[src/rtl/multicycle_control_unit.sv]
// ---------------------------------------------------------------------------
// multicycle_control_unit
//
// Moore-style control FSM for the multi-cycle MIPS datapath (shared memory,
// IR, ALUOut). Each instruction is sequenced over several cycles; memory
// accesses wait on mem_ready, with an optional timeout that raises bus_err.
// Undecodable instructions raise illegal; retired instructions pulse
// instr_done.
//
// Supported: R-type add/sub/and/or/xor, lw, sw, beq, lui
//            (+ j when the JUMP_EN macro is defined).
//
// Optional feature macro: JUMP_EN
//   defined   : op 000010 decodes to JUMP (state 11).
//   undefined : op 000010 is illegal; state 11 is unreachable.
//
// Parameters:
//   ALU_OP_W  width of ALU_op (3-bit codes zero-extended)
//   WAIT_MAX  max cycles waiting on mem_ready before bus error (0 = never)
//   CNT_W     wait counter width, 2**CNT_W > WAIT_MAX
//
// Ports:
//   clk, rst       clock, synchronous active-high reset
//   op, func       IR[31:26], IR[5:0]
//   mem_ready      memory access completes this cycle
//   PCWrite, PCWriteCond, PCSource, IorD, IRWrite, MemRead, MemWrite,
//   MemtoReg, RegDst, RegWrite, ALUSrcA, ALUSrcB, ALU_op
//                  datapath controls, decoded from the current state
//   illegal        one-cycle pulse: undecodable instruction
//   bus_err        one-cycle pulse: mem_ready timeout
//   instr_done     one-cycle pulse: instruction retired
//   state_dbg      current state encoding
// ---------------------------------------------------------------------------
module multicycle_control_unit #(
    parameter int ALU_OP_W = 3,
    parameter int WAIT_MAX = 15,
    parameter int CNT_W    = 4
) (
    input  logic                clk,
    input  logic                rst,
    input  logic [5:0]          op,
    input  logic [5:0]          func,
    input  logic                mem_ready,
    output logic                PCWrite,
    output logic                PCWriteCond,
    output logic [1:0]          PCSource,
    output logic                IorD,
    output logic                IRWrite,
    output logic                MemRead,
    output logic                MemWrite,
    output logic                MemtoReg,
    output logic                RegDst,
    output logic                RegWrite,
    output logic                ALUSrcA,
    output logic [1:0]          ALUSrcB,
    output logic [ALU_OP_W-1:0] ALU_op,
    output logic                illegal,
    output logic                bus_err,
    output logic                instr_done,
    output logic [3:0]          state_dbg
);

    typedef enum logic [3:0] {
        FETCH    = 4'd0,
        DECODE   = 4'd1,
        MEM_ADDR = 4'd2,
        MEM_RD   = 4'd3,
        MEM_WB   = 4'd4,
        MEM_WR   = 4'd5,
        R_EXEC   = 4'd6,
        R_WB     = 4'd7,
        BRANCH   = 4'd8,
        LUI_EXEC = 4'd9,
        LUI_WB   = 4'd10,
        JUMP     = 4'd11
    } state_e;

    localparam logic [5:0] OP_RTYPE = 6'b000000;
    localparam logic [5:0] OP_LW    = 6'b100011;
    localparam logic [5:0] OP_SW    = 6'b101011;
    localparam logic [5:0] OP_BEQ   = 6'b000100;
    localparam logic [5:0] OP_LUI   = 6'b001111;
    localparam logic [5:0] OP_J     = 6'b000010;

    localparam logic [5:0] FN_ADD = 6'b100000;
    localparam logic [5:0] FN_SUB = 6'b100010;
    localparam logic [5:0] FN_AND = 6'b100100;
    localparam logic [5:0] FN_OR  = 6'b100101;
    localparam logic [5:0] FN_XOR = 6'b100110;

    localparam logic [2:0] ALU_ADD = 3'b000;
    localparam logic [2:0] ALU_SUB = 3'b100;
    localparam logic [2:0] ALU_AND = 3'b001;
    localparam logic [2:0] ALU_OR  = 3'b101;
    localparam logic [2:0] ALU_XOR = 3'b010;
    localparam logic [2:0] ALU_LUI = 3'b110;

    state_e             state_q, state_d;
    logic [CNT_W-1:0]   wait_cnt_q, wait_cnt_d;
    logic               illegal_q, illegal_d;
    logic               bus_err_q, bus_err_d;
    logic               done_q, done_d;

    logic               wait_state;
    logic               timeout;
    logic               func_legal;
    logic [2:0]         alu_sel;

    always_comb begin
        func_legal = 1'b0;
        case (func)
            FN_ADD, FN_SUB, FN_AND, FN_OR, FN_XOR: func_legal = 1'b1;
            default:                               func_legal = 1'b0;
        endcase
    end

    // States that wait on mem_ready share one counter; a timeout is only
    // declared when the memory is still not ready in the final allowed cycle.
    assign wait_state = (state_q == FETCH) || (state_q == MEM_RD) || (state_q == MEM_WR);
    assign timeout    = (WAIT_MAX != 0) && wait_state && !mem_ready &&
                        (wait_cnt_q == CNT_W'(WAIT_MAX - 1));

    // ------------------------------------------------------------------
    // Next-state and pulse logic
    // ------------------------------------------------------------------
    always_comb begin
        state_d   = state_q;
        illegal_d = 1'b0;
        bus_err_d = 1'b0;
        done_d    = 1'b0;

        case (state_q)
            FETCH: begin
                if (mem_ready) begin
                    state_d = DECODE;
                end else if (timeout) begin
                    state_d   = FETCH;
                    bus_err_d = 1'b1;
                end
            end
            DECODE: begin
                if (op == OP_RTYPE && func_legal) begin
                    state_d = R_EXEC;
                end else if (op == OP_LW || op == OP_SW) begin
                    state_d = MEM_ADDR;
                end else if (op == OP_BEQ) begin
                    state_d = BRANCH;
                end else if (op == OP_LUI) begin
                    state_d = LUI_EXEC;
`ifdef JUMP_EN
                end else if (op == OP_J) begin
                    state_d = JUMP;
`endif
                end else begin
                    state_d   = FETCH;
                    illegal_d = 1'b1;
                end
            end
            MEM_ADDR: begin
                state_d = (op == OP_SW) ? MEM_WR : MEM_RD;
            end
            MEM_RD: begin
                if (mem_ready) begin
                    state_d = MEM_WB;
                end else if (timeout) begin
                    state_d   = FETCH;
                    bus_err_d = 1'b1;
                end
            end
            MEM_WB: begin
                state_d = FETCH;
                done_d  = 1'b1;
            end
            MEM_WR: begin
                if (mem_ready) begin
                    state_d = FETCH;
                    done_d  = 1'b1;
                end else if (timeout) begin
                    state_d   = FETCH;
                    bus_err_d = 1'b1;
                end
            end
            R_EXEC:   state_d = R_WB;
            R_WB: begin
                state_d = FETCH;
                done_d  = 1'b1;
            end
            BRANCH: begin
                state_d = FETCH;
                done_d  = 1'b1;
            end
            LUI_EXEC: state_d = LUI_WB;
            LUI_WB: begin
                state_d = FETCH;
                done_d  = 1'b1;
            end
            JUMP: begin
                state_d = FETCH;
                done_d  = 1'b1;
            end
            default:  state_d = FETCH;
        endcase
    end

    // Counting only while staying in a wait state means any entry into one
    // (including a timeout re-entry of FETCH) starts from zero.
    always_comb begin
        wait_cnt_d = '0;
        if (wait_state && !mem_ready && !timeout) begin
            wait_cnt_d = wait_cnt_q + 1'b1;
        end
    end

    always_ff @(posedge clk) begin
        if (rst) begin
            state_q    <= FETCH;
            wait_cnt_q <= '0;
            illegal_q  <= 1'b0;
            bus_err_q  <= 1'b0;
            done_q     <= 1'b0;
        end else begin
            state_q    <= state_d;
            wait_cnt_q <= wait_cnt_d;
            illegal_q  <= illegal_d;
            bus_err_q  <= bus_err_d;
            done_q     <= done_d;
        end
    end

    // ------------------------------------------------------------------
    // Datapath controls (decoded from the state register)
    // ------------------------------------------------------------------
    always_comb begin
        PCWrite     = 1'b0;
        PCWriteCond = 1'b0;
        PCSource    = 2'b00;
        IorD        = 1'b0;
        IRWrite     = 1'b0;
        MemRead     = 1'b0;
        MemWrite    = 1'b0;
        MemtoReg    = 1'b0;
        RegDst      = 1'b0;
        RegWrite    = 1'b0;
        ALUSrcA     = 1'b0;
        ALUSrcB     = 2'b00;
        alu_sel     = ALU_ADD;

        case (state_q)
            FETCH: begin
                MemRead = 1'b1;
                ALUSrcB = 2'b01;
                IRWrite = mem_ready;
                PCWrite = mem_ready;
            end
            DECODE: begin
                ALUSrcB = 2'b11;
            end
            MEM_ADDR: begin
                ALUSrcA = 1'b1;
                ALUSrcB = 2'b10;
            end
            MEM_RD: begin
                IorD    = 1'b1;
                MemRead = 1'b1;
            end
            MEM_WB: begin
                MemtoReg = 1'b1;
                RegWrite = 1'b1;
            end
            MEM_WR: begin
                IorD     = 1'b1;
                MemWrite = 1'b1;
            end
            R_EXEC: begin
                ALUSrcA = 1'b1;
                case (func)
                    FN_SUB:  alu_sel = ALU_SUB;
                    FN_AND:  alu_sel = ALU_AND;
                    FN_OR:   alu_sel = ALU_OR;
                    FN_XOR:  alu_sel = ALU_XOR;
                    default: alu_sel = ALU_ADD;
                endcase
            end
            R_WB: begin
                RegDst   = 1'b1;
                RegWrite = 1'b1;
            end
            BRANCH: begin
                ALUSrcA     = 1'b1;
                alu_sel     = ALU_SUB;
                PCWriteCond = 1'b1;
                PCSource    = 2'b01;
            end
            LUI_EXEC: begin
                ALUSrcA = 1'b1;
                ALUSrcB = 2'b10;
                alu_sel = ALU_LUI;
            end
            LUI_WB: begin
                RegWrite = 1'b1;
            end
            JUMP: begin
                PCWrite  = 1'b1;
                PCSource = 2'b10;
            end
            default: ;
        endcase

        // Reset mid-instruction must not let any write or request escape.
        if (rst) begin
            PCWrite     = 1'b0;
            PCWriteCond = 1'b0;
            IRWrite     = 1'b0;
            MemRead     = 1'b0;
            MemWrite    = 1'b0;
            RegWrite    = 1'b0;
        end
    end

    assign ALU_op     = ALU_OP_W'(alu_sel);
    assign illegal    = illegal_q;
    assign bus_err    = bus_err_q;
    assign instr_done = done_q;
    assign state_dbg  = state_q;

endmodule

[config.mk]
export PLATFORM = sky130hd
export DESIGN_NAME = multicycle_control_unit
export DESIGN_NICKNAME = d
export VERILOG_FILES = /design/src/rtl/multicycle_control_unit.sv
export SDC_FILE = /design/constraint.sdc
export NUM_CORES = 1
export LEC_CHECK = 0
export CAP_MARGIN = 20
export CORE_ASPECT_RATIO = 0.8
export CORE_MARGIN = 2
export CORE_UTILIZATION = 45
export DETAILED_ROUTE_END_ITERATION = 8
export DONT_BUFFER_PORTS = 1
export REMOVE_ABC_BUFFERS = 1
export SLEW_MARGIN = 10
export SYNTH_ARGS = -nofsm -noshare
export SYNTH_HDL_FRONTEND = slang
export SYNTH_SLANG_ARGS = --single-unit
[constraint.sdc]
create_clock -name clk -period 1.6 [get_ports clk]
set_clock_uncertainty 0.1 [all_clocks]
set_input_delay 0.32 -clock clk [delete_from_list [all_inputs] [get_ports clk]]
set_output_delay 0.32 -clock clk [all_outputs]
set_load 0.01 [all_outputs]
==> results.json, run 1 <==
{
  "status": "finished, violations left",
  "violations": "negative setup slack",
  "worstHoldPathType": "primary input to register",
  "wirelength_mm": 2.88,
  "power_uw": 592,
  "crit_required_ps": 1180,
  "max_slew_margin": 0.742,
  "max_freq_mhz": 567,
  "yosysWarnings": 0,
  "fp-row-count": 14,
  "switching_power_uw": 163,
  "grt_pass1_wl_mm": 3.93,
  "leakagePower_nw": 0.555,
  "synth_async_sr_flop_share": 0,
  "critPathKind": "register to primary output",
  "crit_path_end": "PCWrite",
  "min_period_ps": 1770,
  "cp.arrival_ps": 1350,
  "drv_cap": 0,
  "final-max-slew-violation-count": 0,
  "cp-start-kind": "register",
  "drt_iter0_drc": 34,
  "via_per_inst": 5.90,
  "min-delay-start": "rst",
  "clockRootBuffer": "clkbuf_4",
  "rsz0062_at_grt": "yes",
  "pwr-share-comb": 0.204,
  "grt_overflow_total": 0,
  "cts_made_buffers": 3,
  "syn_area_sq_um": 882,
  "holdBufCountCts": 0,
  "core_area_sq_um": 1860,
  "p_int_uw": 429,
  "gp_congestion": 0.793,
  "synthTopCellsByArea": "dfxtp_1 25%, nor2_1 8.1%, nor3_1 5.1%",
  "clkTransAtPathRegs_ps": 70,
  "multi_input_area_sq_um": 768,
  "clockBufferDepth": 2,
  "setup_viol": 12,
  "antenna_cells": 0,
  "hold_violations": 0,
  "synth_seq_cells": 11,
  "ys.flop_type": "dfxtp_1",
  "cp_max_fo": 6,
  "wire_per_inst_microns": 16.3,
  "seq_area_sq_um": 235,
  "crit_start": "state_dbg[0]",
  "setup_slack_ps": -165,
  "n_fill_cell": 137,
  "worst_pin_slew_ps": 377,
  "p_sw_frac": 0.276,
  "synth.distinct_cells": 42,
  "drive_above_1_share": 0.493,
  "num_vias": 1039,
  "syn_inst": 121,
  "die_h_microns": 43.6,
  "synth.most_common_cell": "nor2_1",
  "synth_top_area_cell": "dfxtp_1",
  "synth_seq_area_share": 0.250,
  "drtAntennaViolNets": 0,
  "netlist.area_leader.share": 0.250,
  "clk_latency_ps": 270,
  "cp-end-kind": "primary output",
  "grt_pass1_vias": 916,
  "pwr-share-clk": 0.322,
  "ir_drop_mv": 0.332,
  "grt_usage": 0.224,
  "cts_tree": "done",
  "grt_start_max_net_pins": 12,
  "dieArea_sq_um": 2330,
  "dr.pass1.iters": 4,
  "antenna_found_initial": 0,
  "synthTopCellsByCount": "19 x nor2_1, 11 x dfxtp_1, 9 x nor3_1, 7 x nand2_1, 6 x a21oi_1",
  "r2r_start": "state_dbg[0]",
  "pre_cts_slack_ps": -53.8,
  "p_seq_frac": 0.474,
  "start_util": 0.475,
  "r2r-end": "instr_done",
  "r2r_slack_ps": 110,
  "ioPinCount": 39,
  "nets": 170,
  "cts_max_level": 1,
  "area_growth_pct": 56.9,
  "synth_edf_count": 0,
  "route.detailed.drc": 0,
  "fp.dieW_microns": 53.5,
  "hpwlAfterDp_mm": 1.73,
  "portBuffers": 0,
  "period_share": 1.10,
  "p_per_area_nw_per_um2": 428,
  "rr_worst_depth": 5,
  "clkSinkCount": 11,
  "synth.avg_cell_area_sq_um": 7.29
}
==> worst min-delay path by stage <==
stage	end	slack, ps	depth (start not counted)
floorplan	state_dbg[3]	300	1
detailed placement	state_dbg[3]	310	1
CTS	state_dbg[3]	9	1
finish	state_dbg[3]	20	1
global placement	state_dbg[3]	310	1
global route	state_dbg[3]	4	1
==> worst max-delay path, stage by stage (launching register included) <==
cell,delay [ps]
dfxtp_4,370
nor2_1,110
nand2_1,90
mux2_2,280
nor3_2,100
buf_4,130
==> layer usage <==
metal  vias to the layer above  share of wire  global-route usage
met2                        61           0.47               0.373
met4                         0          0.014              0.0308
met3                         6          0.098              0.0655
met1                       477           0.42               0.294
li1                        495              -                   -
met5                         -              0                   0
==> flip-flops by register name, indices dropped and copies added, names as in the netlist <==
register / count
state_dbg: 4
wait_cnt_q: 4
illegal: 1
instr_done: 1
bus_err: 1
==> placed cells by master, fill, tap and decap left out, types with 4 or more instances in the layout <==
cell type,netlist,layout
a21oi_1,6,5
buf_4,1,27
nand3_1,4,4
dfxtp_1,11,7
dfxtp_4,0,4
nand2b_4,1,5
buf_6,0,8
nor3_2,0,6
nor2_1,19,15
nand2_1,7,6
==> per-stage QoR <==
| step | utilization | TNS (ps) | hold slack, ps | instances | instance area, sq um |
|---|---|---|---|---|---|
| after floorplan | - | -1110 | 299 | 112 | 841 |
| after global placement | 0.566 | -25.2 | 309 | 160 | 1050 |
| after detailed placement | 0.566 | -71.2 | 308 | 160 | 1050 |
| after CTS | 0.679 | -635 | 9.46 | 172 | 1260 |
| after global routing | 0.745 | -1660 | 4.06 | 176 | 1380 |
| final | 0.745 | -896 | 18.1 | 176 | 1380 |
==> cell type report <==
type | count | area share
inverters | 4 | 0.0108
multi-input cells | 97 | 0.555
repair buffers | 36 | 0.222
clock buffers | 3 | 0.0163
well taps | 24 | 0.0217
flip-flops and latches | 11 | 0.170
clock inverters | 1 | 0.00362
==> power by group through the flow <==
| stage | Sequential [mW] | Clock (mW) | Combinational (mW) |
|---|---|---|---|
| 6_report | 0.281 | 0.191 | 0.121 |
| 3_5_place_dp | 0.292 | 0 | 0.0886 |
| 5_1_grt | 0.281 | 0.203 | 0.131 |
| 3_3_place_gp | 0.292 | 0 | 0.0867 |
| 4_1_cts | 0.281 | 0.192 | 0.102 |
| 2_1_floorplan | 0.294 | 0 | 0.0556 |
==> cells by family (layout without fill, tap and decap cells) <==
group | count (synthesis) | after routing | share of synthesized area
XOR/XNOR | 3 | 3 | 0.0298
buffers and inverters | 13 | 44 | 0.0638
adder cells (fa/ha/maj) | 2 | 2 | 0.0284
AND/OR/NAND/NOR | 64 | 64 | 0.411
AO/OA/AOI/OAI | 27 | 27 | 0.204
multiplexers | 1 | 1 | 0.0128
flip-flops | 11 | 11 | 0.250
==> timing repair <==
| action | in CTS | in global routing |
|---|---|---|
| pin swaps | 4 | 15 |
| gates resized for setup | 33 | 20 |
| setup buffers | 8 | 6 |
| endpoints found under the setup margin | 17 | 15 |
Note: power is estimated with default switching activity, not from simulation.
==> inputs of run 2 (changes only) <==
Settings changed: TNS_END_PERCENT set to 30.
==> results.json, run 2 (synthesized netlist as in run 1, its figures left out) <==
{
  "status": "finished, violations left",
  "rsz0062_at_grt": "yes",
  "nets": 166,
  "final_common_cell": "buf_4",
  "fp-row-count": 14,
  "cts_tree": "done",
  "fin_setup_tns_ps": -619,
  "r2r_slack_ps": 130,
  "hpwlAfterDp_mm": 1.73,
  "start_util": 0.475,
  "drive_above_1_share": 0.473,
  "route.detailed.drc": 0,
  "critical_path.top_delay_family": "flip-flops",
  "area_growth_pct": 48.9,
  "drv_cap": 0,
  "setup_viol": 10,
  "cp-end-kind": "primary output",
  "cts_max_level": 1,
  "wirelength_mm": 2.56,
  "holdWs_ps": 10.4,
  "worst_pin_slew_ps": 376,
  "r2r-end": "state_dbg[2]",
  "cp_max_fo": 6,
  "min-delay-start": "rst",
  "cts_made_buffers": 3,
  "gp_congestion": 0.793,
  "crit_path_top_delay_cell": "dfxtp_4",
  "max_slew_margin": 0.743,
  "drtAntennaViolNets": 0,
  "antenna_cells": 0,
  "min_period_ps": 1730,
  "n_fill_cell": 146,
  "clockBufferDepth": 2,
  "dieArea_sq_um": 2330,
  "clkSinkCount": 11,
  "grt_overflow_total": 0,
  "crit_required_ps": 1180,
  "period_share": 1.08,
  "wire_per_inst_microns": 14.9,
  "grt_pass1_wl_mm": 3.68,
  "via_per_inst": 5.84,
  "violations": "negative setup slack",
  "clkTransAtPathRegs_ps": 70,
  "hold_violations": 0,
  "holdPathStages": 1,
  "antenna_found_initial": 0,
  "cpPeakStageDelay_ps": 370,
  "worst-path-stages": 5,
  "grt_usage": 0.208,
  "core_area_sq_um": 1860,
  "portBuffers": 0,
  "max_freq_mhz": 579,
  "stdcell_count": 172,
  "layout_common_cells": "26 x buf_4, 15 x nor2_1, 7 x dfxtp_1",
  "path_cells": "nor2_1 > nand2_1 > mux2_2 > nor3_2 > buf_4",
  "grt_pass1_vias": 867,
  "worstHoldPathType": "primary input to register",
  "num_vias": 1004,
  "min_to": "state_dbg[3]",
  "ioPinCount": 39,
  "cp-start-kind": "register",
  "setup_slack_ps": -128,
  "clockRootBuffer": "clkbuf_4",
  "fp.dieW_microns": 53.5,
  "critPathBufInv": 1,
  "r2r_start": "wait_cnt_q[0]",
  "drt_iter0_drc": 23,
  "pre_cts_slack_ps": -53.8,
  "rr_worst_depth": 6,
  "die_h_microns": 43.6,
  "clk_latency_ps": 270,
  "grt_start_max_net_pins": 12,
  "ir_drop_mv": 0.335,
  "power_uw": 582,
  "critPathKind": "register to primary output",
  "dr.pass1.iters": 4,
  "cp.arrival_ps": 1310,
  "leakagePower_nw": 0.529,
  "dpl.cell_count": 160,
  "holdBufCountCts": 0,
  "p_per_area_nw_per_um2": 443,
  "final-max-slew-violation-count": 0
}
## run 2: worst register-to-register path, stage by stage, from the launching register on
cell and delay (ps):
dfxtp_1 380, inv_1 60, ha_1 230, a31oi_2 210, a22o_1 180, nand3b_1 90
a31oi_1 150
## run 2: worst max path at each step
| stage | from | to | slack, ps |
|---|---|---|---|
| floorplan | state_dbg[1] | RegWrite | -290 |
| global placement | func[3] | ALU_op[1] | -30 |
| detailed placement | func[3] | ALU_op[1] | -50 |
| CTS | state_dbg[0] | PCWrite | -140 |
| global route | state_dbg[0] | PCWrite | -210 |
| finish | state_dbg[0] | PCWrite | -130 |
## run 2: timing repair
item | in CTS | in global routing
pin swaps | 2 | 5
endpoints found under the setup margin | 17 | 16
resized for setup | 29 | 17
buffers inserted | 1 | 7
## run 2: layout make-up
type                            instances  area (sq um)  share of cell area
Clock inverter                          1          5.00             0.00381
Timing Repair Buffer                   32           267               0.203
Multi-Input combinational cell         97           739               0.563
Clock buffer                            3          22.5              0.0171
Sequential cell                        11           235               0.179
Inverter                                4          15.0              0.0114
Tap cell                               24          30.0              0.0229
## run 2: where the power goes
| group | switching, mW | total [mW] | leakage, nW | internal, mW |
|---|---|---|---|---|
| registers | 0.00663 | 0.280 | 0.0923 | 0.274 |
| logic | 0.0530 | 0.110 | 0.419 | 0.0567 |
| clock network | 0.0992 | 0.192 | 0.0177 | 0.0928 |
| total | 0.159 | 0.582 | 0.529 | 0.423 |
## run 2: layer usage
metal	track usage	vias to the layer above	wire length, microns
li1	-	491	-
met5	0	-	0
met3	0.0621	4	207
met2	0.326	40	1210
met1	0.290	469	1130
met4	0.0308	0	23
## run 2: per-stage QoR
| step | utilization | area (sq um) |
|---|---|---|
| after floorplan | - | 841 |
| after global placement | 0.566 | 1050 |
| after detailed placement | 0.566 | 1050 |
| after CTS | 0.642 | 1190 |
| after global routing | 0.708 | 1310 |
| final | 0.708 | 1310 |
